===== src/rtl/mips_pkg.sv =====
// mips_pkg: opcode/funct values, ALU operation codes and the decoded control bundle
package mips_pkg;

    localparam logic [5:0] OP_RTYPE = 6'h00;
    localparam logic [5:0] OP_BEQ   = 6'h04;
    localparam logic [5:0] OP_ADDI  = 6'h08;
    localparam logic [5:0] OP_ANDI  = 6'h0C;
    localparam logic [5:0] OP_ORI   = 6'h0D;
    localparam logic [5:0] OP_LW    = 6'h23;
    localparam logic [5:0] OP_SW    = 6'h2B;

    localparam logic [5:0] FN_ADD = 6'h20;
    localparam logic [5:0] FN_SUB = 6'h22;
    localparam logic [5:0] FN_AND = 6'h24;
    localparam logic [5:0] FN_OR  = 6'h25;
    localparam logic [5:0] FN_SLT = 6'h2A;

    typedef enum logic [2:0] {
        ALU_ADD = 3'd0,
        ALU_SUB = 3'd1,
        ALU_AND = 3'd2,
        ALU_OR  = 3'd3,
        ALU_SLT = 3'd4
    } aluop_t;

    typedef struct packed {
        logic   regwrite;
        logic   memread;
        logic   memwrite;
        logic   memtoreg;
        logic   alusrc;
        logic   branch;
        logic   illegal;
        aluop_t aluop;
    } ctrl_t;

endpackage


===== src/rtl/control_decode.sv =====
// control_decode: combinational instruction decode into control, immediate, destination and operand fields
module control_decode
    import mips_pkg::*;
#(
    parameter int XLEN = 32,
    parameter int REGW = 5
) (
    input  logic [31:0]     instr,
    output ctrl_t           ctrl,
    output logic [XLEN-1:0] imm,
    output logic [REGW-1:0] wreg,
    output logic [REGW-1:0] rs,
    output logic [REGW-1:0] rt,
    output logic            uses_rt
);

    logic [5:0]      op;
    logic [5:0]      funct;
    logic [REGW-1:0] rd;
    logic [XLEN-1:0] sext;
    logic [XLEN-1:0] zext;
    logic            writes;

    assign op    = instr[31:26];
    assign funct = instr[5:0];
    assign rs    = REGW'(instr[25:21]);
    assign rt    = REGW'(instr[20:16]);
    assign rd    = REGW'(instr[15:11]);
    assign sext  = {{(XLEN-16){instr[15]}}, instr[15:0]};
    assign zext  = {{(XLEN-16){1'b0}}, instr[15:0]};

    // Unknown encodings fall through to the defaults: no side effects, illegal flagged
    always_comb begin
        ctrl    = '0;
        imm     = '0;
        wreg    = '0;
        uses_rt = 1'b0;
        writes  = 1'b0;
        case (op)
            OP_RTYPE: begin
                writes  = 1'b1;
                uses_rt = 1'b1;
                wreg    = rd;
                case (funct)
                    FN_ADD:  ctrl.aluop = ALU_ADD;
                    FN_SUB:  ctrl.aluop = ALU_SUB;
                    FN_AND:  ctrl.aluop = ALU_AND;
                    FN_OR:   ctrl.aluop = ALU_OR;
                    FN_SLT:  ctrl.aluop = ALU_SLT;
                    default: begin
                        writes       = 1'b0;
                        uses_rt      = 1'b0;
                        wreg         = '0;
                        ctrl.illegal = 1'b1;
                    end
                endcase
            end
            OP_ADDI: begin
                writes      = 1'b1;
                wreg        = rt;
                ctrl.alusrc = 1'b1;
                imm         = sext;
            end
            OP_ANDI: begin
                writes      = 1'b1;
                wreg        = rt;
                ctrl.alusrc = 1'b1;
                ctrl.aluop  = ALU_AND;
                imm         = zext;
            end
            OP_ORI: begin
                writes      = 1'b1;
                wreg        = rt;
                ctrl.alusrc = 1'b1;
                ctrl.aluop  = ALU_OR;
                imm         = zext;
            end
            OP_LW: begin
                writes        = 1'b1;
                wreg          = rt;
                ctrl.memread  = 1'b1;
                ctrl.memtoreg = 1'b1;
                ctrl.alusrc   = 1'b1;
                imm           = sext;
            end
            OP_SW: begin
                uses_rt       = 1'b1;
                ctrl.memwrite = 1'b1;
                ctrl.alusrc   = 1'b1;
                imm           = sext;
            end
            OP_BEQ: begin
                uses_rt     = 1'b1;
                ctrl.branch = 1'b1;
                ctrl.aluop  = ALU_SUB;
                imm         = sext;
            end
            default: ctrl.illegal = 1'b1;
        endcase
        ctrl.regwrite = writes && wreg != '0;
    end

endmodule


===== src/rtl/decode_stage.sv =====
// decode_stage: MIPS ID stage with handshake, load-use stall, flush and a single ID/EX slot
module decode_stage
    import mips_pkg::*;
#(
    parameter int XLEN = 32,
    parameter int REGW = 5
) (
    input  logic            clk,
    input  logic            rst_n,
    input  logic            in_valid,
    output logic            in_ready,
    input  logic [XLEN-1:0] in_instr,
    input  logic [XLEN-1:0] in_pc,
    input  logic            flush,
    output logic [REGW-1:0] rf_rs,
    output logic [REGW-1:0] rf_rt,
    input  logic [XLEN-1:0] rf_a,
    input  logic [XLEN-1:0] rf_b,
    output logic            out_valid,
    input  logic            out_ready,
    output logic [XLEN-1:0] out_a,
    output logic [XLEN-1:0] out_b,
    output logic [XLEN-1:0] out_imm,
    output logic [XLEN-1:0] out_pc,
    output logic [REGW-1:0] out_wreg,
    output logic [2:0]      out_aluop,
    output logic            out_regwrite,
    output logic            out_memread,
    output logic            out_memwrite,
    output logic            out_memtoreg,
    output logic            out_alusrc,
    output logic            out_branch,
    output logic            out_illegal
);

    ctrl_t           ctrl;
    ctrl_t           ctrl_q;
    logic [XLEN-1:0] imm;
    logic [REGW-1:0] wreg;
    logic            uses_rt;
    logic            hazard;
    logic            accept;

    control_decode #(.XLEN(XLEN), .REGW(REGW)) u_dec (
        .instr   (in_instr[31:0]),
        .ctrl    (ctrl),
        .imm     (imm),
        .wreg    (wreg),
        .rs      (rf_rs),
        .rt      (rf_rt),
        .uses_rt (uses_rt)
    );

    // A load in the slot cannot forward yet, so a dependent consumer must wait one cycle
    assign hazard   = out_valid && ctrl_q.memread && out_wreg != '0 &&
                      (out_wreg == rf_rs || (uses_rt && out_wreg == rf_rt));
    assign in_ready = !flush && !hazard && (!out_valid || out_ready);
    assign accept   = in_valid && in_ready;

    assign out_aluop    = ctrl_q.aluop;
    assign out_regwrite = ctrl_q.regwrite;
    assign out_memread  = ctrl_q.memread;
    assign out_memwrite = ctrl_q.memwrite;
    assign out_memtoreg = ctrl_q.memtoreg;
    assign out_alusrc   = ctrl_q.alusrc;
    assign out_branch   = ctrl_q.branch;
    assign out_illegal  = ctrl_q.illegal;

    // ID/EX slot: flush beats accept beats drain; otherwise the slot holds
    always_ff @(posedge clk or negedge rst_n) begin
        if (!rst_n) begin
            out_valid <= 1'b0;
            out_a     <= '0;
            out_b     <= '0;
            out_imm   <= '0;
            out_pc    <= '0;
            out_wreg  <= '0;
            ctrl_q    <= '0;
        end else if (flush) begin
            out_valid <= 1'b0;
        end else if (accept) begin
            out_valid <= 1'b1;
            out_a     <= rf_a;
            out_b     <= rf_b;
            out_imm   <= imm;
            out_pc    <= in_pc;
            out_wreg  <= wreg;
            ctrl_q    <= ctrl;
        end else if (out_ready) begin
            out_valid <= 1'b0;
        end
    end

endmodule


===== config.mk =====
export PLATFORM = sky130hd
export DESIGN_NAME = decode_stage
export DESIGN_NICKNAME = d
export VERILOG_FILES = /design/src/rtl/mips_pkg.sv /design/src/rtl/control_decode.sv /design/src/rtl/decode_stage.sv
export SDC_FILE = /design/constraint.sdc
export NUM_CORES = 1
export LEC_CHECK = 0
export CAP_MARGIN = 10
export CORE_MARGIN = 5
export CORE_UTILIZATION = 30
export CTS_CLUSTER_SIZE = 25
export DETAILED_ROUTE_END_ITERATION = 6
export HOLD_SLACK_MARGIN = 0.02
export PLACE_DENSITY_LB_ADDON = 0.05
export SYNTH_ARGS = -nofsm -noshare
export SYNTH_HDL_FRONTEND = slang
export SYNTH_SLANG_ARGS = --single-unit

===== constraint.sdc =====
create_clock -name clk -period 2.6 [get_ports clk]
set_input_delay 0.26 -clock clk [delete_from_list [all_inputs] [get_ports clk]]
set_output_delay 0.26 -clock clk [all_outputs]
set_load 0.01 [all_outputs]

==> flow_metrics.py, run 1 <==
metrics = {
    "run_status": {
        "outcome": "completed",
    },
    "logic_synthesis": {
        "syn_avg_cell_area_um2": 15.4,
        "synth-seq-area-share": 0.524,
        "netlist_instances": 398,
        "async_flop_share": 1.00,
        "yosys_most_used_dff": "dfrtp_1",
        "synth.distinct_cells": 39,
        "synth_edf_count": 0,
        "yosys_register_bits": 128,
        "synth_area_um2": 6110,
        "yosysWarnings": 0,
        "syn-num-nets": 531,
    },
    "clock_tree": {
        "clock_latency_ps": 410,
        "post_cts_buffers": 0,
        "clock_path_buffers": 2,
        "clkTransAtPathRegs_ps": 60,
        "cts-root-buf": "clkbuf_16",
        "htreeDepth": 4,
        "clkSinkCount": 128,
        "cts_tree": "done",
        "cts_buffers": 17,
    },
    "power_and_ir_drop": {
        "clkPwrFrac": 0.345,
        "seq_power_share": 0.373,
        "p_total_w": 0.00667,
        "combPwrFrac": 0.282,
        "irDropWorstVdd_mv": 0.317,
        "switching_share": 0.266,
        "p_per_area_nw_per_um2": 675,
        "switchingPower_w": 0.00177,
        "intPower_w": 0.00490,
        "p_leak_nw": 4.31,
    },
    "route": {
        "dr.pass1.iters": 4,
        "drt_iter0_markers": 154,
        "routed_wl_mm": 17.4,
        "antenna_left": 0,
        "post_drt_wl_per_cell_um": 17.8,
        "vias": 4199,
        "avgViaCountPerCell": 4.29,
        "drc_errors": 0,
    },
    "setup_path": {
        "worst_r2r_startpoint": "out_wreg[1]",
        "critPathSlowestCell": "clkdlybuf4s50_1",
        "cp.arrival_ps": 2170,
        "crit_path_start": "in_instr[31]",
        "r2r_slack_ps": 290,
        "worstSetupPathType": "primary input to primary output",
        "slowest_delay_ps": 470,
        "crit_chain": "clkdlybuf4s50_1, nor4_2, nand4_1, a211o_1, a21oi_1, nor3_2, dlygate4sd2_1",
        "required_ps": 2340,
        "crit_end": "in_ready",
        "endpoint_kind": "primary output",
        "rr_worst_depth": 6,
        "r2r-end": "out_pc[21]",
        "crit_path_start_kind": "primary input",
        "cp_max_fo": 3,
    },
    "global_routing": {
        "grt_pass1_vias": 4638,
        "grt_pass1_wl_mm": 27.3,
        "grt_overflow_total": 0,
        "track_usage": 0.148,
        "grt_max_degree": 50,
        "antenna_found_initial": 4,
    },
    "floorplan": {
        "die-area_um2": 23300,
        "placementRows": 52,
        "start_util": 0.303,
        "die_h_um": 153,
        "io-pin-count": 288,
        "core_um2": 20200,
        "die_x_um": 153,
    },
    "cells_and_area": {
        "n_fill_cell": 1797,
        "final_common_cell": "clkdlybuf4s50_1",
        "area_delta_synth_final_pct": 61.6,
        "seqCellArea_um2": 3200,
        "final_cell_mix": "clkdlybuf4s50_1 (282), dfrtp_1 (128), mux2_4 (117)",
        "multiInputGateArea_um2": 2540,
        "finalNetCount": 827,
        "final-instance-count-excl-fill": 978,
        "layout-drive-gt1-share": 0.272,
    },
    "sta": {
        "max_slew_margin": 0.683,
        "fin_skew_ps": 11.5,
        "clock.fmax_mhz": 412,
        "hold_viol_final": 0,
        "slew_viol_final": 0,
        "finalCriticalPeriod_ps": 2430,
        "layout_worst_path_cycle_share": 0.935,
        "setup_viol": 0,
        "fin_ws_ps": 170,
        "tightest_slew_ps": 475,
        "rsz0062_at_grt": "no",
    },
    "placement": {
        "gp_congestion": 0.741,
        "io_buffers": 287,
        "place_hpwl_mm": 13.2,
        "dpl_worst_slack_ps": -88.9,
        "placed_cells": 944,
    },
    "worst_hold_path": {
        "hold_class": "primary input to asynchronous set/reset pin",
    },
    "job": {
        "cap_violations": 0,
    },
}
[layer usage]
layer / share of wire / up-vias / GRT usage
met5: 0.0025 / - / 0
met4: 0.0076 / 6 / 0.0335
met3: 0.075 / 15 / 0.0639
met2: 0.48 / 158 / 0.235
met1: 0.44 / 2044 / 0.188
li1: - / 1976 / -
[kinds of logic after synthesis]
kind of cell	count (synthesis)	synth area share
compound gates	21	0.0260
simple gates	58	0.0579
flops	128	0.524
buf+inv	50	0.0663
xor+xnor	12	0.0172
mux	128	0.307
fa+ha+maj	1	0.00164
[synthesized netlist by cell type (2+ instances only)]
cell type	n	area [um2]
nor2b_1	2	12.5
nand3_1	2	10.0
clkbuf_1	4	15.0
o21ai_0	3	15.0
xnor2_1	8	70.1
nor2_1	9	33.8
nand4_1	2	12.5
a21oi_1	3	15.0
mux2_1	8	90.1
dfrtp_1	128	3200
inv_1	3	11.3
mux2i_1	3	30.0
nand2b_1	2	12.5
a32o_1	2	20.0
nor3b_1	18	135
mux2_4	117	1760
nor3_1	5	25.0
buf_4	26	195
a22o_1	5	43.8
buf_6	16	180
xor2_1	4	35.0
nand2_1	9	33.8
o211ai_1	2	15.0
or4_1	2	15.0
[worst max-delay path, delay by kind of cell]
kind | cells | cell delay, ps
buffers and inverters | 2 | 760
and+or+nand+nor | 3 | 570
AOI/OAI and AO/OA | 2 | 570
[metrics by stage]
step                utilization  TNS [ps]  area, um2  hold slack [ps]
floorplan                     -         0       6110            -35.6
global placement          0.460     -4740       9270              187
detailed placement        0.460     -6910       9270              189
CTS                       0.488         0       9850              313
global route              0.490         0       9880              336
finish                    0.490         0       9880              312
[worst min-delay path by stage]
stage                     cells after the start         to  start  slack [ps]
final                                         2  out_pc[3]  rst_n         310
after global routing                          2  out_pc[3]  rst_n         340
after CTS                                     2  out_pc[3]  rst_n         310
after detailed placement                      1  out_pc[3]  rst_n         190
after global placement                        1  out_pc[3]  rst_n         190
after floorplan                               0   out_a[0]  rst_n         -40
[power by group through the flow]
stage | Clock [W] | Sequential [W] | Combinational (W)
6_report | 0.00230 | 0.00249 | 0.00188
5_1_grt | 0.00246 | 0.00253 | 0.00199
4_1_cts | 0.00238 | 0.00249 | 0.00191
3_5_place_dp | 0 | 0.00251 | 0.00190
3_3_place_gp | 0 | 0.00251 | 0.00189
2_1_floorplan | 0 | 0.00264 | 0.000715
[sequential cells by signal, summed over array words and instances, names as in the netlist, 3 cells and up]
signal	flops
out_pc	32
out_a	32
out_b	32
out_aluop	3
out_wreg	5
out_imm	17
[timing repair]
item	in CTS	in global routing
endpoints found under the setup margin	1	1
gates resized for setup	1	6
hold endpoints to repair	32	0
hold buffers	1	0
[layout make-up]
| class | count | share of cell area |
|---|---|---|
| Tap cell | 270 | 0.0342 |
| Clock inverter | 14 | 0.0132 |
| Inverter | 4 | 0.00152 |
| Timing Repair Buffer | 323 | 0.325 |
| Multi-Input combinational cell | 220 | 0.257 |
| Sequential cell | 128 | 0.324 |
| Antenna cell | 1 | 0.000253 |
| Clock buffer | 18 | 0.0445 |
No activity file was read; power rests on OpenSTA's default activity.
==> run 2, diff against run 1 <==
- CORE_UTILIZATION: 30 -> 42
==> flow_metrics.py, run 2 (synthesis gave the netlist of run 1 again) <==
metrics = {
    "global_routing": {
        "met1_usage": 0.227,
        "grt_overflow_total": 0,
        "grtUsageMet2": 0.311,
        "grt_use_met3": 0.0793,
        "grt_busiest_layer": "met2",
        "grt_pass1_vias": 4654,
        "antenna_found_initial": 0,
        "grt_max_degree": 69,
        "grt_pass1_wl_mm": 25.2,
        "track_usage": 0.192,
    },
    "route": {
        "vias": 4299,
        "avgViaCountPerCell": 4.86,
        "routed_wl_mm": 16.5,
        "drt_iter0_markers": 101,
        "dr.pass1.iters": 4,
        "antenna_left": 0,
        "post_drt_wl_per_cell_um": 18.7,
        "drc_errors": 0,
    },
    "cells_and_area": {
        "final-instance-count-excl-fill": 884,
        "final_common_cell": "clkdlybuf4s50_1",
        "top_regs": "out_a (32), out_b (32), out_pc (32)",
        "final_cell_mix": "clkdlybuf4s50_1 (285), dfrtp_1 (128), mux2_4 (117)",
        "finalNetCount": 821,
        "area_delta_synth_final_pct": 57.8,
        "layout-drive-gt1-share": 0.252,
        "n_fill_cell": 1093,
    },
    "placement": {
        "place_hpwl_mm": 12.4,
        "gp_congestion": 0.826,
        "io_buffers": 287,
        "placed_cells": 852,
    },
    "clock_tree": {
        "cts_tree": "done",
        "cts_buffers": 17,
        "htreeDepth": 4,
        "clock_path_buffers": 2,
        "clock_latency_ps": 410,
        "post_cts_buffers": 0,
        "cts-root-buf": "clkbuf_16",
        "clkSinkCount": 128,
        "clkTransAtPathRegs_ps": 50,
    },
    "setup_path": {
        "r2r_slack_ps": 350,
        "path_depth": 7,
        "crit_buf_inv": 2,
        "rr_worst_depth": 6,
        "required_ps": 2340,
        "crit_chain": "clkdlybuf4s50_1, nor4b_2, nand4_1, a211o_1, a21oi_1, nor3_1, dlygate4sd2_1",
        "slowest_delay_ps": 480,
        "cp.arrival_ps": 2140,
        "cpLargestDelayFamily": "buffers and inverters",
        "r2r-end": "out_b[2]",
        "worstSetupPathType": "primary input to primary output",
        "crit_path_start_kind": "primary input",
        "cp_max_fo": 4,
        "critPathSlowestCell": "clkdlybuf4s50_1",
        "crit_path_start": "in_instr[30]",
        "endpoint_kind": "primary output",
        "crit_end": "in_ready",
        "worst_r2r_startpoint": "out_wreg[1]",
    },
    "floorplan": {
        "core_um2": 14400,
        "die-area_um2": 17100,
        "die_h_um": 131,
        "start_util": 0.424,
        "io-pin-count": 288,
        "die_x_um": 131,
        "placementRows": 44,
    },
    "sta": {
        "clock.fmax_mhz": 417,
        "tightest_slew_ps": 635,
        "hold_viol_final": 0,
        "finalCriticalPeriod_ps": 2400,
        "setup_viol": 0,
        "max_slew_margin": 0.576,
        "fin_skew_ps": 9.28,
        "layout_worst_path_cycle_share": 0.921,
        "rsz0062_at_grt": "no",
        "slew_viol_final": 0,
        "tns_ps": 0,
    },
    "worst_hold_path": {
        "hold_class": "primary input to asynchronous set/reset pin",
    },
    "power_and_ir_drop": {
        "p_leak_nw": 4.22,
        "p_per_area_nw_per_um2": 675,
        "irDropWorstVdd_mv": 0.515,
    },
    "run_status": {
        "outcome": "completed",
    },
    "job": {
        "cap_violations": 0,
    },
}
run 2: changes by cell type in the layout (fill, tap and decap cells not counted), sizes merged:
cell | before | now
inv | 10 | 4
clkbuf | 18 | 24
buf | 36 | 30
clkinvlp | 4 | 2
clkdlybuf4s50 | 282 | 285
dlymetal6s2s | 3 | 0
run 2: repair_timing:
| action | CTS | global route |
|---|---|---|
| hold buffers | 1 | 0 |
| endpoints found under the hold margin | 65 | 0 |
| gates resized for setup | 1 | 0 |
| endpoints found under the setup margin | 1 | 0 |
run 2: cell type report:
cell class | instances | area (um2) | share of cell area
clock inverters | 6 | 60.1 | 0.00623
inverters | 4 | 15.0 | 0.00156
flip-flops and latches | 128 | 3200 | 0.332
repair buffers | 317 | 3150 | 0.327
clock buffers | 24 | 472 | 0.0489
diodes | 1 | 2.50 | 0.000259
well taps | 184 | 230 | 0.0239
multi-input cells | 220 | 2510 | 0.261
run 2: report_power, final:
part	leakage, nW	switching, W	internal, W	total, W
clock	0.256	0.000818	0.00135	0.00217
sequential	1.56	0.000175	0.00230	0.00248
combinational	2.41	0.000641	0.00123	0.00187
total	4.22	0.00163	0.00488	0.00651
run 2: how the worst min path moves through the flow:
stage,to,depth (start not counted),start,slack [ps]
global placement,out_a[28],1,rst_n,300
floorplan,out_a[0],0,rst_n,-40
detailed placement,out_a[28],1,rst_n,310
global route,out_a[13],2,rf_a[13],440
CTS,out_a[30],2,rf_a[30],440
finish,out_a[28],2,rst_n,420
run 2: per-layer routing:
| metal | wire, um | share of wire |
|---|---|---|
| met4 | 438 | 0.027 |
| met2 | 8050 | 0.49 |
| met5 | 0 | 0 |
| met3 | 1500 | 0.091 |
| met1 | 6500 | 0.39 |
run 2: through the flow:
| stage | power [W] | hold slack, ps | utilization | instance area, um2 | worst slack, ps |
|---|---|---|---|---|---|
| floorplan | 0.00336 | -35.6 | - | 6110 | 450 |
| global placement | 0.00436 | 300 | 0.631 | 9100 | 24.4 |
| detailed placement | 0.00439 | 314 | 0.631 | 9100 | -53.7 |
| CTS | 0.00660 | 435 | 0.669 | 9640 | 211 |
| global route | 0.00681 | 439 | 0.669 | 9640 | 60.3 |
| finish | 0.00651 | 418 | 0.669 | 9650 | 204 |
==> run 3, diff against run 2 <==
- CELL_PAD_IN_SITES_DETAIL_PLACEMENT: default -> 0
- CELL_PAD_IN_SITES_GLOBAL_PLACEMENT: default -> 1
- CORE_ASPECT_RATIO: default -> 2
- CORE_UTILIZATION: 42 -> 32
==> flow_metrics.py, run 3 (synthesis gave the netlist of run 1 again) <==
metrics = {
    "placement": {
        "io_buffers": 287,
        "placed_cell_area_um2": 9190,
        "gp_congestion": 0.751,
        "place_hpwl_mm": 14.3,
    },
    "clock_tree": {
        "cts-root-buf": "clkbuf_16",
        "cts_buffers": 17,
        "cts_tree": "done",
        "clock_path_buffers": 2,
        "clkTransAtPathRegs_ps": 50,
        "htreeDepth": 4,
        "clkSinkCount": 128,
        "clock_latency_ps": 410,
    },
    "sta": {
        "layout_worst_path_cycle_share": 0.941,
        "tns_ps": 0,
        "hold_viol_final": 0,
        "clock.fmax_mhz": 409,
        "tightest_slew_ps": 678,
        "fin_skew_ps": 7.01,
        "rsz0062_at_grt": "no",
        "slew_viol_final": 0,
        "finalCriticalPeriod_ps": 2450,
        "max_slew_margin": 0.548,
        "hold_slack_ps": 434,
        "setup_viol": 0,
    },
    "floorplan": {
        "placementRows": 71,
        "start_util": 0.325,
        "io-pin-count": 288,
        "core_um2": 18800,
        "die_h_um": 205,
        "die_x_um": 108,
        "die-area_um2": 22100,
    },
    "worst_hold_path": {
        "hold_class": "primary input to asynchronous set/reset pin",
    },
    "setup_path": {
        "cpLargestDelayFamily": "buffers and inverters",
        "crit_buf_inv": 2,
        "cp_max_fo": 4,
        "required_ps": 2340,
        "cp.arrival_ps": 2190,
        "crit_chain": "clkdlybuf4s50_1, nor4_2, nand4_1, a211o_1, a21oi_1, nor3_1, dlygate4sd2_1",
        "endpoint_kind": "primary output",
        "critPathSlowestCell": "clkdlybuf4s50_1",
        "slowest_delay_ps": 480,
        "crit_path_start_kind": "primary input",
        "worstSetupPathType": "primary input to primary output",
    },
    "route": {
        "vias": 4333,
        "avgViaCountPerCell": 4.52,
        "drt_iter0_markers": 109,
        "antenna_left": 0,
        "dr.pass1.iters": 4,
        "post_drt_wl_per_cell_um": 19.8,
        "drc_errors": 0,
        "routed_wl_mm": 19.0,
    },
    "global_routing": {
        "grt_busiest_layer": "met2",
        "grtUsageMet2": 0.293,
        "grt_use_met3": 0.0509,
        "track_usage": 0.171,
        "grt_pass1_wl_mm": 28.5,
        "grt_overflow_total": 0,
        "grt_pass1_vias": 4906,
        "grt_max_degree": 71,
        "met1_usage": 0.184,
        "antenna_found_initial": 2,
    },
    "job": {
        "cap_violations": 0,
    },
    "cells_and_area": {
        "n_fill_cell": 1697,
        "top_regs": "out_a (32), out_b (32), out_pc (32)",
        "final_common_cell": "clkdlybuf4s50_1",
        "seqCellArea_um2": 3200,
        "area_delta_synth_final_pct": 59.4,
        "final_cell_mix": "clkdlybuf4s50_1 (285), dfrtp_1 (128), mux2_4 (117)",
        "multiInputGateArea_um2": 2510,
        "fin_util": 0.517,
        "finalNetCount": 822,
        "layout-drive-gt1-share": 0.254,
        "stdcell_area_um2": 9740,
    },
    "power_and_ir_drop": {
        "p_leak_nw": 4.24,
        "p_per_area_nw_per_um2": 678,
        "irDropWorstVdd_mv": 0.312,
    },
    "run_status": {
        "outcome": "completed",
    },
}
[run 3: changes by cell type in the layout (fill, tap and decap cells not counted)]
cell,change
diode_2,+1
clkinv_2,+1
clkinvlp_4,-1
buf_4,+2
clkbuf_8,+1
buf_12,-1
[run 3: final timing paths]
check                        startpoint         end  slack [ps]  cells past startpoint
max in group asynchronous         rst_n   out_b[25]        1390                      3
setup reg to reg            out_wreg[1]  out_pc[11]         160                      6
min in group clk                rf_b[4]    out_b[4]         440                      2
hold reg to reg                out_b[4]    out_b[4]         490                      1
setup / recovery           in_instr[26]    in_ready         150                      7
hold / removal                    rst_n   out_a[17]         430                      2
[run 3: area by class of cell]
class                      count  share of cell area
inverter                       4             0.00154
clock buffer                  25              0.0498
multi-input combinational    220               0.258
sequential                   128               0.329
antenna                        2            0.000514
clock inverter                 6             0.00591
timing repair buffer         318               0.323
tap                          255              0.0327
[run 3: through the flow]
| stage | setup slack (ps) | total power, W | std cells |
|---|---|---|---|
| 6_report | 153 | 0.00661 | 958 |
| 5_1_grt | 16.1 | 0.00691 | 958 |
| 4_1_cts | 94.3 | 0.00674 | 956 |
| 3_5_place_dp | -105 | 0.00443 | 924 |
| 3_3_place_gp | -49.5 | 0.00440 | 924 |
| 2_1_floorplan | 450 | 0.00336 | 398 |
[run 3: repair_timing]
action                                  CTS  global route
buffers inserted                          0             0
endpoints found under the hold margin    67             0
endpoints found under the setup margin    1             0
hold buffers                              1             0
resized for setup                         1             0
[run 3: worst register-to-register path: stages (launching register included)]
cell	delay, ps
dfrtp_1	440
or4_1	590
o211ai_1	220
and2_1	170
a31o_4	150
buf_4	390
mux2_4	350
[run 3: report_power, final]
part / internal (W) / total, W / switching, W
clock: 0.00138 / 0.00223 / 0.000850
combinational: 0.00122 / 0.00189 / 0.000666
sequential: 0.00230 / 0.00249 / 0.000188
total: 0.00491 / 0.00661 / 0.00170
[run 3: per-layer routing]
layer	routed length, um	vias to the layer above
li1	-	1964
met1	6900	2126
met2	9870	202
met3	1290	41
met4	903	0
met5	0	-
